### config.mk
export PLATFORM = sky130hd
export DESIGN_NAME = fact_sched_flat
export DESIGN_NICKNAME = d
export VERILOG_FILES = /design/src/rtl/fact_pkg.sv /design/src/rtl/fact_sched_if.sv /design/src/rtl/fact_engine.sv /design/src/rtl/fact_sched.sv /design/src/flat_wrapper.sv
export SDC_FILE = /design/constraint.sdc
export NUM_CORES = 1
export LEC_CHECK = 0
export BUFFER_PORTS_ARGS = -buffer_cell sky130_fd_sc_hd__buf_2
export CAP_MARGIN = 20
export CORE_AREA = 2 2 71 140
export CTS_CLUSTER_SIZE = 24
export DETAILED_ROUTE_END_ITERATION = 10
export DIE_AREA = 0 0 73 142
export GPL_ROUTABILITY_DRIVEN = 0
export MAX_ROUTING_LAYER = met4
export PLACE_DENSITY_LB_ADDON = 0.25
export SLEW_MARGIN = 30
export SYNTH_ARGS = -nofsm -noshare
export SYNTH_HDL_FRONTEND = slang
export SYNTH_SLANG_ARGS = --single-unit
### constraint.sdc
create_clock -name clk -period 9.6 [get_ports clk]
set_input_delay 1.92 -clock clk [delete_from_list [all_inputs] [get_ports clk]]
set_output_delay 1.92 -clock clk [all_outputs]
set_load 0.03 [all_outputs]
### src/rtl/fact_pkg.sv
// Shared types, default widths and the arbitration helper for fact_sched.
// FACT_FIXED_PRIO_EN (see fact_sched.sv) selects fixed priority instead of round-robin.
package fact_pkg;

    typedef enum logic [1:0] {IDLE, CALC, RESP} state_e;

    localparam int unsigned NUM_REQ_DEF = 4;
    localparam int unsigned ID_W_DEF    = 2;
    localparam int unsigned IN_W_DEF    = 4;
    localparam int unsigned OUT_W_DEF   = 16;

    // Upper bound on requesters the grant search can handle.
    localparam int unsigned MAX_REQ = 32;

    // First asserted valid at or above ptr, wrapping at num. Returns 0 if none.
    function automatic int unsigned rr_pick(input logic [MAX_REQ-1:0] valid,
                                            input int unsigned num,
                                            input int unsigned ptr);
        int unsigned idx;
        int unsigned pick;
        logic        found;
        pick  = 0;
        found = 1'b0;
        for (int unsigned k = 0; k < MAX_REQ; k++) begin
            idx = ptr + k;
            if (idx >= num) idx = idx - num;
            if ((k < num) && !found && valid[idx[4:0]]) begin
                pick  = idx;
                found = 1'b1;
            end
        end
        return pick;
    endfunction

endpackage

### src/rtl/fact_sched_if.sv
// Request/response bundle between the clients (master) and fact_sched (slave).
interface fact_sched_if import fact_pkg::*; #(
    parameter int unsigned NUM_REQ = NUM_REQ_DEF,
    parameter int unsigned ID_W    = ID_W_DEF,
    parameter int unsigned IN_W    = IN_W_DEF,
    parameter int unsigned OUT_W   = OUT_W_DEF
) ();

    logic [NUM_REQ-1:0]      req_valid;
    logic [NUM_REQ*IN_W-1:0] req_num;
    logic [NUM_REQ-1:0]      req_ready;
    logic                    resp_valid;
    logic                    resp_ready;
    logic [OUT_W-1:0]        resp_data;
    logic [ID_W-1:0]         resp_id;
    logic                    resp_ovf;
    logic                    busy;

    modport master (
        output req_valid, req_num, resp_ready,
        input  req_ready, resp_valid, resp_data, resp_id, resp_ovf, busy
    );

    modport slave (
        input  req_valid, req_num, resp_ready,
        output req_ready, resp_valid, resp_data, resp_id, resp_ovf, busy
    );

endinterface

### src/rtl/fact_engine.sv
// Iterative factorial datapath: one multiply per cycle, counting n down to 1.
module fact_engine import fact_pkg::*; #(
    parameter int unsigned IN_W  = IN_W_DEF,
    parameter int unsigned OUT_W = OUT_W_DEF
) (
    input  logic             clk,
    input  logic             rst,
    input  logic             start,
    input  logic [IN_W-1:0]  n,
    output logic             done,
    output logic [OUT_W-1:0] result,
    output logic             ovf
);

    logic [IN_W-1:0]       cnt_q;
    logic [OUT_W-1:0]      acc_q;
    logic                  ovf_q;
    logic [OUT_W+IN_W-1:0] prod;

    // Full-width product so the bits lost to truncation can flag overflow.
    assign prod   = {{IN_W{1'b0}}, acc_q} * {{OUT_W{1'b0}}, cnt_q};
    assign done   = (cnt_q <= IN_W'(1));
    assign result = acc_q;
    assign ovf    = ovf_q;

    // Load on start, otherwise multiply down until the counter reaches 1.
    always_ff @(posedge clk) begin
        if (rst) begin
            cnt_q <= '0;
            acc_q <= '0;
            ovf_q <= 1'b0;
        end else if (start) begin
            cnt_q <= n;
            acc_q <= OUT_W'(1);
            ovf_q <= 1'b0;
        end else if (!done) begin
            cnt_q <= cnt_q - 1'b1;
            acc_q <= prod[OUT_W-1:0];
            ovf_q <= ovf_q | (|prod[OUT_W+IN_W-1:OUT_W]);
        end
    end

endmodule

### src/rtl/fact_sched.sv
// Shares one fact_engine among NUM_REQ requesters; one calculation in flight.
// Define FACT_FIXED_PRIO_EN for fixed priority (lowest index wins); default is round-robin.
module fact_sched import fact_pkg::*; #(
    parameter int unsigned NUM_REQ = NUM_REQ_DEF,
    parameter int unsigned ID_W    = ID_W_DEF,
    parameter int unsigned IN_W    = IN_W_DEF,
    parameter int unsigned OUT_W   = OUT_W_DEF
) (
    input logic         clk,
    input logic         rst,
    fact_sched_if.slave bus
);

    state_e           state_q, state_d;
    logic [ID_W-1:0]  grant;
    logic [ID_W-1:0]  rr_ptr;
    logic [ID_W-1:0]  id_q;
    logic [IN_W-1:0]  grant_num;
    logic             any_valid;
    logic             start;
    logic             eng_done;
    logic             eng_ovf;
    logic [OUT_W-1:0] eng_result;
    logic [OUT_W-1:0] resp_data_q;
    logic [ID_W-1:0]  resp_id_q;
    logic             resp_ovf_q;

`ifdef FACT_FIXED_PRIO_EN
    assign rr_ptr = '0;
`else
    logic [ID_W-1:0] rr_ptr_q;

    // Next search starts just past the requester whose response was taken.
    always_ff @(posedge clk) begin
        if (rst) begin
            rr_ptr_q <= '0;
        end else if ((state_q == RESP) && bus.resp_ready) begin
            rr_ptr_q <= (resp_id_q == ID_W'(NUM_REQ - 1)) ? '0 : resp_id_q + 1'b1;
        end
    end

    assign rr_ptr = rr_ptr_q;
`endif

    assign any_valid = |bus.req_valid;
    assign grant     = ID_W'(rr_pick(MAX_REQ'(bus.req_valid), NUM_REQ, int'(rr_ptr)));

    // Operand of the granted requester.
    always_comb begin
        grant_num = '0;
        for (int unsigned i = 0; i < NUM_REQ; i++) begin
            if (grant == ID_W'(i)) grant_num = bus.req_num[i*IN_W +: IN_W];
        end
    end

    // Next state, combinational ready and engine start.
    always_comb begin
        state_d       = state_q;
        bus.req_ready = '0;
        start         = 1'b0;
        unique case (state_q)
            IDLE: begin
                if (any_valid) begin
                    bus.req_ready[grant] = 1'b1;
                    start                = 1'b1;
                    state_d              = CALC;
                end
            end
            CALC: begin
                if (eng_done) state_d = RESP;
            end
            RESP: begin
                if (bus.resp_ready) state_d = IDLE;
            end
            default: state_d = IDLE;
        endcase
    end

    // State register.
    always_ff @(posedge clk) begin
        if (rst) state_q <= IDLE;
        else     state_q <= state_d;
    end

    // Served requester id, captured at accept.
    always_ff @(posedge clk) begin
        if (rst)        id_q <= '0;
        else if (start) id_q <= grant;
    end

    // Response registers, loaded once when the engine finishes and held through RESP.
    always_ff @(posedge clk) begin
        if (rst) begin
            resp_data_q <= '0;
            resp_id_q   <= '0;
            resp_ovf_q  <= 1'b0;
        end else if ((state_q == CALC) && eng_done) begin
            resp_data_q <= eng_result;
            resp_id_q   <= id_q;
            resp_ovf_q  <= eng_ovf;
        end
    end

    assign bus.resp_valid = (state_q == RESP);
    assign bus.resp_data  = resp_data_q;
    assign bus.resp_id    = resp_id_q;
    assign bus.resp_ovf   = resp_ovf_q;
    assign bus.busy       = (state_q != IDLE);

    fact_engine #(
        .IN_W  (IN_W),
        .OUT_W (OUT_W)
    ) u_engine (
        .clk    (clk),
        .rst    (rst),
        .start  (start),
        .n      (grant_num),
        .done   (eng_done),
        .result (eng_result),
        .ovf    (eng_ovf)
    );

endmodule
### src/flat_wrapper.sv
// flat-port wrapper written by rule: the top's interface ports become plain ports
module fact_sched_flat import fact_pkg::*;
#(
    parameter int unsigned NUM_REQ = NUM_REQ_DEF,
    parameter int unsigned ID_W    = ID_W_DEF,
    parameter int unsigned IN_W    = IN_W_DEF,
    parameter int unsigned OUT_W   = OUT_W_DEF
)
  (clk, rst, bus_req_valid, bus_req_num, bus_resp_ready, bus_req_ready, bus_resp_valid, bus_resp_data, bus_resp_id, bus_resp_ovf, bus_busy);
  fact_sched_if #(.NUM_REQ(NUM_REQ), .ID_W(ID_W), .IN_W(IN_W), .OUT_W(OUT_W)) bus_i ();
  input logic clk;
  input logic rst;
  input wire logic [$bits(bus_i.req_valid)-1:0] bus_req_valid;
  input wire logic [$bits(bus_i.req_num)-1:0] bus_req_num;
  input wire logic [$bits(bus_i.resp_ready)-1:0] bus_resp_ready;
  output wire logic [$bits(bus_i.req_ready)-1:0] bus_req_ready;
  output wire logic [$bits(bus_i.resp_valid)-1:0] bus_resp_valid;
  output wire logic [$bits(bus_i.resp_data)-1:0] bus_resp_data;
  output wire logic [$bits(bus_i.resp_id)-1:0] bus_resp_id;
  output wire logic [$bits(bus_i.resp_ovf)-1:0] bus_resp_ovf;
  output wire logic [$bits(bus_i.busy)-1:0] bus_busy;
  assign bus_i.req_valid = bus_req_valid;
  assign bus_i.req_num = bus_req_num;
  assign bus_i.resp_ready = bus_resp_ready;
  assign bus_req_ready = bus_i.req_ready;
  assign bus_resp_valid = bus_i.resp_valid;
  assign bus_resp_data = bus_i.resp_data;
  assign bus_resp_id = bus_i.resp_id;
  assign bus_resp_ovf = bus_i.resp_ovf;
  assign bus_busy = bus_i.busy;
  fact_sched #(.NUM_REQ(NUM_REQ), .ID_W(ID_W), .IN_W(IN_W), .OUT_W(OUT_W)) u_core (.clk(clk), .rst(rst), .bus(bus_i));
endmodule
Yosys cells after proc, flatten, opt, wreduce, memory -nomap -nowiden
Index checks and enable logic that the tools add are counted.
{ "classes": {"n_addsub": 9, "mul": 1, "magnitude_cmp": 11, "eq_ne": 10, "n_mux": 38, "bitwise": 1, "reduce_logical": 16} }
{ "op_table": {"columns": ["op", "n"], "rows": [
  [">= comparator 32 x 3 -> 1 bit (second input constant)", 3],
  ["2-to-1 mux 4 bit", 8],
  ["< comparator 5 x 6 -> 1 bit (second input constant)", 4],
  ["binary-select mux 1 bit (select 5 bit)", 4],
  ["multiplier 16 x 4 -> 20 bit", 1],
  ["2-to-1 mux 5 bit", 4],
  ["2-to-1 mux 2 bit", 8],
  ["2-to-1 mux 1 bit", 12],
  ["subtractor 3 x 3 -> 4 bit (second input constant)", 3],
  ["== test 2 bit (second input constant)", 4],
  ["OR reduction 4 bit", 2],
  ["adder 2 x 2 -> 3 bit (second input constant)", 2],
  ["logical AND 1 bit", 6],
  ["!= test 2 x 1 -> 1 bit (second input constant)", 3],
  ["one-hot mux 2 bit (3 select lines)", 1],
  ["== test 2 x 1 -> 1 bit (second input constant)", 2],
  ["less-or-equal comparator 4 x 1 -> 1 bit (second input constant)", 1],
  ["zero test 2 bit", 2],
  ["subtractor 2 x 3 -> 4 bit (second input constant)", 1],
  ["subtractor 4 x 1 -> 4 bit (second input constant)", 1],
  ["adder 2 x 1 -> 3 bit (second input constant)", 1],
  [">= comparator 2 x 3 -> 1 bit (second input constant)", 1],
  ["zero test 1 bit", 3],
  ["< comparator 2 x 3 -> 1 bit (second input constant)", 1],
  ["other kinds (8)", 8]
]} }
{ "word_totals": {"register_bits": 46, "word_cells": 96} }

Logic depth before layout (Yosys ltp)
Gate-level depths: netlist (run 1).
{ "depth": {"ltp_word": 20, "mapped_depth": 16, "depth_no_buf": 13} }

Modules after synthesis
A second synthesis (run 1) with hierarchy kept.
{ "unflattened": {"cells_unflattened": 528, "hier_area_um2": 4200.3} }
{ "by_module_without_submodules": {"columns": ["module", "n_inst", "cells_each", "area_each_um2", "seq_area_each_um2"], "rows": [
  ["fact_engine", 1, 367, 2852.7, 420.4],
  ["fact_sched", 1, 161, 1347.5, 500.5]
]} }

Worst setup path before layout (run 1)
No wires, ideal clock.
{ "synth_timing": {"path_kind": "input to output", "from": "in bus_req_valid[2]", "to": "out bus_req_ready[2]", "arrival_ns": 3.365, "path_slack_ns": 4.315, "path_stages": 7, "cell_sequence": "mux2i_1 or3_1 nor2b_4 mux2i_1 a31oi_2 inv_2 nor2_1"} }
{ "synth_between": {"elab_chain_len": 18, "word_cells_on_any_way": 29, "cone_classes": "order compare: 2; mux: 19; reduce/logical: 8"} }
{ "synth_lines": {"columns": ["element", "line_no", "rtl"], "rows": [
  ["start, declared", "flat_wrapper.sv:13", "input wire logic [$bits(bus_i.req_valid)-1:0] bus_req_valid;"],
  ["binary-select mux 1 bit (select 5 bit)", "fact_pkg.sv:27", "if ((k < num) && !found && valid[idx[4:0]]) begin"],
  ["2-to-1 mux 1 bit (implied by the code)", "fact_pkg.sv:27", null],
  ["2-to-1 mux 1 bit", "fact_pkg.sv:27", null],
  ["zero test 1 bit", "fact_pkg.sv:27", null],
  ["logical AND 1 bit", "fact_pkg.sv:27", null],
  ["2-to-1 mux 1 bit", "fact_pkg.sv:27", null],
  ["zero test 1 bit", "fact_pkg.sv:27", null],
  ["logical AND 1 bit", "fact_pkg.sv:27", null],
  ["[... 2 more ...]", null, null],
  ["logical AND 1 bit", "fact_pkg.sv:27", null],
  ["2-to-1 mux 2 bit", "fact_pkg.sv:27", null],
  ["< comparator 2 x 3 -> 1 bit (implied by the code) / >= comparator 2 x 1 -> 1 bit (equally long branches)", "fact_sched.sv:64", "bus.req_ready[grant] = 1'b1;"],
  ["logical AND 1 bit (implied by the code)", "fact_sched.sv:64", null],
  ["2-to-1 mux 1 bit (implied by the code)", "fact_sched.sv:64", null],
  ["demux 1 bit (select 2 bit)", null, null],
  ["2-to-1 mux 4 bit *", "fact_sched.sv:63", "if (any_valid) begin"],
  ["2-to-1 mux 4 bit *", "fact_sched.sv:61", "unique case (state_q)"],
  ["end, declared", "flat_wrapper.sv:16", "output wire logic [$bits(bus_i.req_ready)-1:0] bus_req_ready;"]
]} }
Every way passes the cells marked *; elsewhere a longest branch is shown, timed or not. The select of a mux whose other input is x is not followed.

Worst setup path in the final report (run 1)
{ "layout_timing": {"from": "in bus_req_valid[3]", "to": "out bus_req_ready[0]"} }
The elaborated chain is that of the path after synthesis.

==> impl_results.md, run 1 <==
- Status: finished clean
- Initial Util: 0.439
- Post-CTS Setup Bufs: 0
- Max-cap viol count: 0
- Antenna viol nets, final: 0
- Total Routing Usage GR: 0.217
- Synth area leader: dfxtp_1
- Reg2Reg Depth: 13
- Worst reg2reg endpoint: u_core.u_engine.ovf$_SDFFE_PP0P_
- First-pass GRT wire length: 17300 µm
- P_leak: 2.08 nW
- Die Y: 142 µm
- Reg2Reg Setup Slack: 5.34 ns
- RSZ-0062 raised after global routing: no
- Antenna cells: 0
- Max Slew Vio Count: 0
- Worst slew pin tran: 0.958 ns
- Total grt overflow: 0
- CTS buffer count: 5
- Crit Path Class: in -> out
- Initial drt markers: 169
- Initial antenna violation count: 0
- Library cells used by synthesis: 59
- Syn_area_per_cell: 8.02 µm²
- Commonest cells post-synth: 96 x nand2_1, 48 x a21oi_1, 46 x dfxtp_1
- Cts hold-fix bufs: 0
- Area contributors post-synth: dfxtp_1 23%, fa_1 14%, ha_1 9.5%
- Max transition margin: 0.357
- H-tree Lvls: 2
- CTS max path bufs: 2
- Port buffer count: 47
- DR vias: 3604
- Cell Pwr Density: 170 nW/µm²
- FF-to-FF Start: u_core.u_engine.cnt_q[3]$_SDFFE_PP0P_
- Area delta synth->final: 10.0%
- Post-synthesis register bit count: 46
- CTS Sinks: 46
- Die area: 10400 µm²
- Final worst slack: 3.81 ns
- Hold Path Class: reg -> reg
- Post-route DRC: 0
- Number of synthesized flops with an enable pin: 0
- Setup violators final: 0
- CP arrival: 3.87 ns
- Hold_sp: u_core.bus.resp_ovf$_SDFFE_PP0P_
- DR WL/cell: 15.9 µm
- Layout cells sized above 1: 0.134
- Final Hold Violating Endpoints: 0
- Core Area: 9320 µm²
- Crit path capture: bus_req_ready[0]
- CTS resizes: 0
- Worst setup SP type: input port
- Setup TNS Final: 0 ns
- Setup crit end kind: output pin
- Vias in the first global route: 3667
- Root Driver: clkbuf_16
- Most used flip-flop cell after synthesis: dfxtp_1
- Sequential area share after synthesis: 0.225
- Cells after Synth: 510
- Clk slew on worst S/H paths: 0.07 ns
- Netlist Area Pre-Place: 4090 µm²
- Vias per cell: 5.57
- Top-count cell post-synth: nand2_1
- Async S/R FF share, synth: 0
- Worst EP required: 7.68 ns
- TritonCTS clock tree: built
- FMAX: 173 MHz
- Post-layout min period: 5.79 ns
- I/O pin total: 48
- # rows: 50
- Final nets: 624
- Die extent in x: 73 µm
- WL final: 10300 µm
- DP Worst Slack: 3.83 ns
- CP max FO: 10
- Fin Clk Skew: 0.00217 ns
- Yosys warnings: 0
- Crit path from: bus_req_valid[3]
- Max IR drop VDD: 0.130 mV
- Largest net degree at the start of global routing: 30
- Yosys top cell area share: 0.225
- First drt pass iteration count: 6
- Period utilisation layout: 0.603
- Worst-Skew Late Latency: 0.29 ns
- DP Wirelength: 7950 µm
- Syn_nets: 592
## routing by layer
metal / up-vias / global-route usage / wire length, µm
li1: 1755 / - / -
met3: 20 / 0.0184 / 294
met1: 1742 / 0.218 / 3840
met4: 0 / 0.0789 / 299
met5: - / - / 0
met2: 87 / 0.417 / 5860
## metrics by stage
stage	cell area (µm²)	hold WS [ns]	cells	utilization	power (mW)
after detailed placement	4330	0.445	639	0.465	0.566
after floorplan	4090	0.432	510	-	0.492
final	4500	0.455	647	0.483	0.762
after CTS	4500	0.454	647	0.483	0.768
after global routing	4500	0.472	647	0.483	0.812
after global placement	4330	0.440	639	0.465	0.561
## flip-flops by register name, indices dropped and copies added, names as in the netlist
name / flops
u_core.bus.resp_id: 2
u_core.id_q: 2
u_core.u_engine.cnt_q: 4
u_core.u_engine.ovf: 1
u_core.bus.resp_data: 16
u_core.rr_ptr: 2
u_core.state_q: 2
u_core.u_engine.result: 16
u_core.bus.resp_ovf: 1
## kinds of logic (layout without fill, tap and decap cells)
logic type | Yosys count | count (layout) | synth area share
AND/OR/NAND/NOR | 204 | 204 | 0.243
AO/OA/AOI/OAI | 107 | 107 | 0.166
buffers and inverters | 69 | 102 | 0.0750
adder cells (fa/ha/maj) | 59 | 59 | 0.232
flip-flops | 46 | 46 | 0.225
multiplexers | 16 | 16 | 0.0398
XOR/XNOR | 9 | 9 | 0.0193
## placed cells by master, fill, tap and decap left out, drive strengths merged, types with 2 or more instances in the layout
cell / n
clkbuf: 6
ha: 31
a21oi: 48
or4: 3
inv: 45
o21bai: 2
nand2b: 4
nor2: 21
a21o: 5
buf: 49
a21boi: 2
dfxtp: 46
mux2: 2
a211oi: 6
o211ai: 3
o21a: 4
nand3: 8
o21ai: 19
nor3: 9
o221ai: 4
and2: 46
xnor2: 5
mux2i: 14
nand2: 97
or3: 2
fa: 28
a31oi: 5
nor2b: 9
xor2: 4
## critical path: stages
cell and delay [ns]:
buf_2 0.15, mux2i_1 0.09, nor3_1 0.35, a21oi_1 0.08, o21ai_1 0.77, nand2b_1 0.26
nor2_1 0.06, buf_2 0.19
## how the worst min path moves through the flow
stage,end,slack [ns],depth (start not counted)
after floorplan,u_core.bus.resp_id[1]$_SDFFE_PP0P_,0.43,2
after global placement,u_core.bus.resp_data[12]$_SDFFE_PP0P_,0.44,2
after detailed placement,u_core.bus.resp_data[9]$_SDFFE_PP0P_,0.44,2
after CTS,u_core.bus.resp_data[9]$_SDFFE_PP0P_,0.45,2
after global routing,u_core.bus.resp_data[9]$_SDFFE_PP0P_,0.47,2
final,u_core.bus.resp_ovf$_SDFFE_PP0P_,0.45,2
## power breakdown
part	internal, mW	switching, mW	total (mW)
sequential	0.212	0.0553	0.268
combinational	0.0917	0.200	0.291
clock	0.123	0.0802	0.203
total	0.427	0.335	0.762
## cell type report
type	instances	area (µm²)
Sequential cell	46	921
Fill cell	985	4820
Timing Repair Buffer	49	250
Clock inverter	2	37.5
Clock buffer	6	129
Tap cell	104	130
Inverter	45	169
Multi-Input combinational cell	395	2860
(Power assumes the default switching activity.)
==> run 2: changes to the inputs <==
==> constraint.sdc (replaced) <==
create_clock -name clk -period 5.35 [get_ports clk]
set_input_delay 1.07 -clock clk [delete_from_list [all_inputs] [get_ports clk]]
set_output_delay 1.07 -clock clk [all_outputs]
set_load 0.03 [all_outputs]
==> run 2 against run 1 <==
Effect of this change:
- combinational power rose by 82%
- total power increased by 79%
- cell count is 0.15% lower
- register-to-register slack worse by 4.1 ns
- flip-flop and latch count unchanged
- via count down 0.78%
- first-iteration DRC count decreased by 7.7%
- clock power up 77%
- hold slack got worse by 0.0039 ns
- critical path type is now reg -> reg
- largest cell class unchanged
==> impl_results.md, run 2 (same netlist as run 1, synthesis figures left out) <==
- Status: finished clean
- Crit-path cells: and2_1, fa_1, inv_1, fa_1, inv_1, ha_1, nor2b_1, o2111ai_1, nand4b_1, and3_1, a311oi_1, mux2_1, o221ai_1
- Layout cells sized above 1: 0.137 (+0.00209)
- RSZ-0062 raised after global routing: no
- Most common cell after layout, fill and taps aside: nand2_1
- DP Worst Slack: 1.23 ns (-2.60 ns)
- Final Hold Violating Endpoints: 0 (unchanged)
- H-tree Lvls: 2 (unchanged)
- CTS Sinks: 46 (unchanged)
- Sequential power share: 0.349 (-0.002)
- Post-CTS Setup Bufs: 0 (unchanged)
- Setup TNS Final: 0 ns (unchanged)
- Clk slew on worst S/H paths: 0.07 ns (about the same)
- Max Slew Vio Count: 0 (unchanged)
- DR vias: 3576 (-0.78%)
- Post-route DRC: 0 (unchanged)
- Total Routing Usage GR: 0.215 (-0.00211)
- Final nets: 624 (unchanged)
- Cell Pwr Density: 303 nW/µm² (+79%)
- Fin Clk Skew: 0.00965 ns (+0.00748 ns)
- WL final: 10300 µm (+0.31%)
- TritonCTS clock tree: built
- Final worst slack: 1.20 ns (-2.61 ns)
- Post-layout min period: 4.15 ns
- Setup violators final: 0 (unchanged)
- Initial antenna violation count: 0 (unchanged)
- Die extent in x: 73 µm (unchanged)
- CTS max path bufs: 2 (unchanged)
- Worst path bufs/invs: 2 (unchanged)
- P_leak: 2.09 nW (+0.34%)
- CTS resizes: 0 (unchanged)
- Final Util: 0.483 (+0.000671)
- FMAX: 241 MHz
- Period utilisation layout: 0.776
- Largest net degree at the start of global routing: 30 (unchanged)
- Switching power: 0.582 mW (+74%)
- Cts hold-fix bufs: 0 (unchanged)
- CP max-delay cell: fa_1
- Die Y: 142 µm (unchanged)
- Initial Util: 0.439 (unchanged)
- Worst setup SP type: flop
- Vias in the first global route: 3606 (-1.7%)
- DP Wirelength: 8110 µm (+2.1%)
- Vias per cell: 5.54 (-0.62%)
- Clock power frac: 0.263 (-0.004)
- Die area: 10400 µm² (unchanged)
- Worst-Skew Late Latency: 0.29 ns (about the same)
- CP max FO: 19 (+9)
- Core Area: 9320 µm² (unchanged)
- Max-cap viol count: 0 (unchanged)
- Worst EP required: 5.57 ns (-2.11 ns)
- Family with the most delay on the worst path: adder cells
- Crit Path Class: reg -> reg
- Switching Share: 0.426 (-0.0132)
- Antenna viol nets, final: 0 (unchanged)
- Antenna cells: 0 (unchanged)
- Max stage delay on crit path: 0.54 ns (-0.23 ns)
- Port buffer count: 47 (unchanged)
- # rows: 50 (unchanged)
- Commonest cells after routing, fill and taps aside: 96 x nand2_1, 48 x a21oi_1, 47 x buf_2
- CTS buffer count: 5 (unchanged)
- CP arrival: 4.37 ns (+0.50 ns)
- Setup crit end kind: flop
- Int Pwr: 0.783 mW (+83%)
- Area delta synth->final: 10.2%
- First drt pass iteration count: 4 (-2)
- DR WL/cell: 16.0 µm (+0.47%)
- Max IR drop VDD: 0.182 mV (+39%)
- Max transition margin: 0.395 (+0.0377)
- Worst slew pin tran: 0.902 ns (-0.0561 ns)
- Hold Path Class: reg -> reg
- Gate power share: 0.388 (+0.006)
- Total grt overflow: 0 (unchanged)
- Reg2Reg Setup Slack: 1.20 ns (-4.14 ns)
- Initial drt markers: 156 (-7.7%)
- I/O pin total: 48 (unchanged)
- Root Driver: clkbuf_16
- First-pass GRT wire length: 16800 µm (-2.8%)
-- run 2: stage by stage --
step	power [mW]	cells	area, µm²	hold WS (ns)
final	1.37	646	4500	0.451
after global routing	1.45	646	4500	0.469
after CTS	1.37	646	4500	0.453
after detailed placement	1.01	639	4330	0.444
after global placement	1.00	639	4330	0.441
after floorplan	0.882	510	4090	0.432
-- run 2: tightest hold or removal path, delay by kind of cell (launching register included) --
family             cells  cell delay, ns
and+or+nand+nor        1            0.05
DFF                    1            0.30
AOI/OAI and AO/OA      1            0.05
-- run 2: power by group through the flow --
stage	logic, mW	registers, mW	clock network, mW
2_1_floorplan	0.466	0.416	0
3_3_place_gp	0.522	0.482	0
3_5_place_dp	0.528	0.482	0
4_1_cts	0.532	0.475	0.367
5_1_grt	0.582	0.488	0.381
6_report	0.530	0.476	0.360
-- run 2: per-layer routing --
layer / track usage / vias up / share of wire
li1: - / 1749 / -
met1: 0.205 / 1721 / 0.36
met2: 0.414 / 86 / 0.58
met3: 0.0177 / 20 / 0.025
met4: 0.100 / 0 / 0.030
met5: - / - / 0
-- run 2: layout make-up --
type / instances / area [µm²]
clock buffers: 6 / 139
clock inverters: 1 / 30.0
fillers: 931 / 4820
inverters: 45 / 169
multi-input cells: 395 / 2870
flip-flops and latches: 46 / 921
well taps: 104 / 130
repair buffers: 49 / 250
-- run 2: final timing paths --
path | start | to | depth (start not counted)
worst min register to register | u_core.bus.resp_data[15]$_SDFFE_PP0P_ | u_core.bus.resp_data[15]$_SDFFE_PP0P_ | 2
worst max-delay path | u_core.u_engine.cnt_q[3]$_SDFFE_PP0P_ | u_core.u_engine.ovf$_SDFFE_PP0P_ | 13
worst min-delay path | u_core.bus.resp_data[15]$_SDFFE_PP0P_ | u_core.bus.resp_data[15]$_SDFFE_PP0P_ | 2
worst max register to register | u_core.u_engine.cnt_q[3]$_SDFFE_PP0P_ | u_core.u_engine.ovf$_SDFFE_PP0P_ | 13
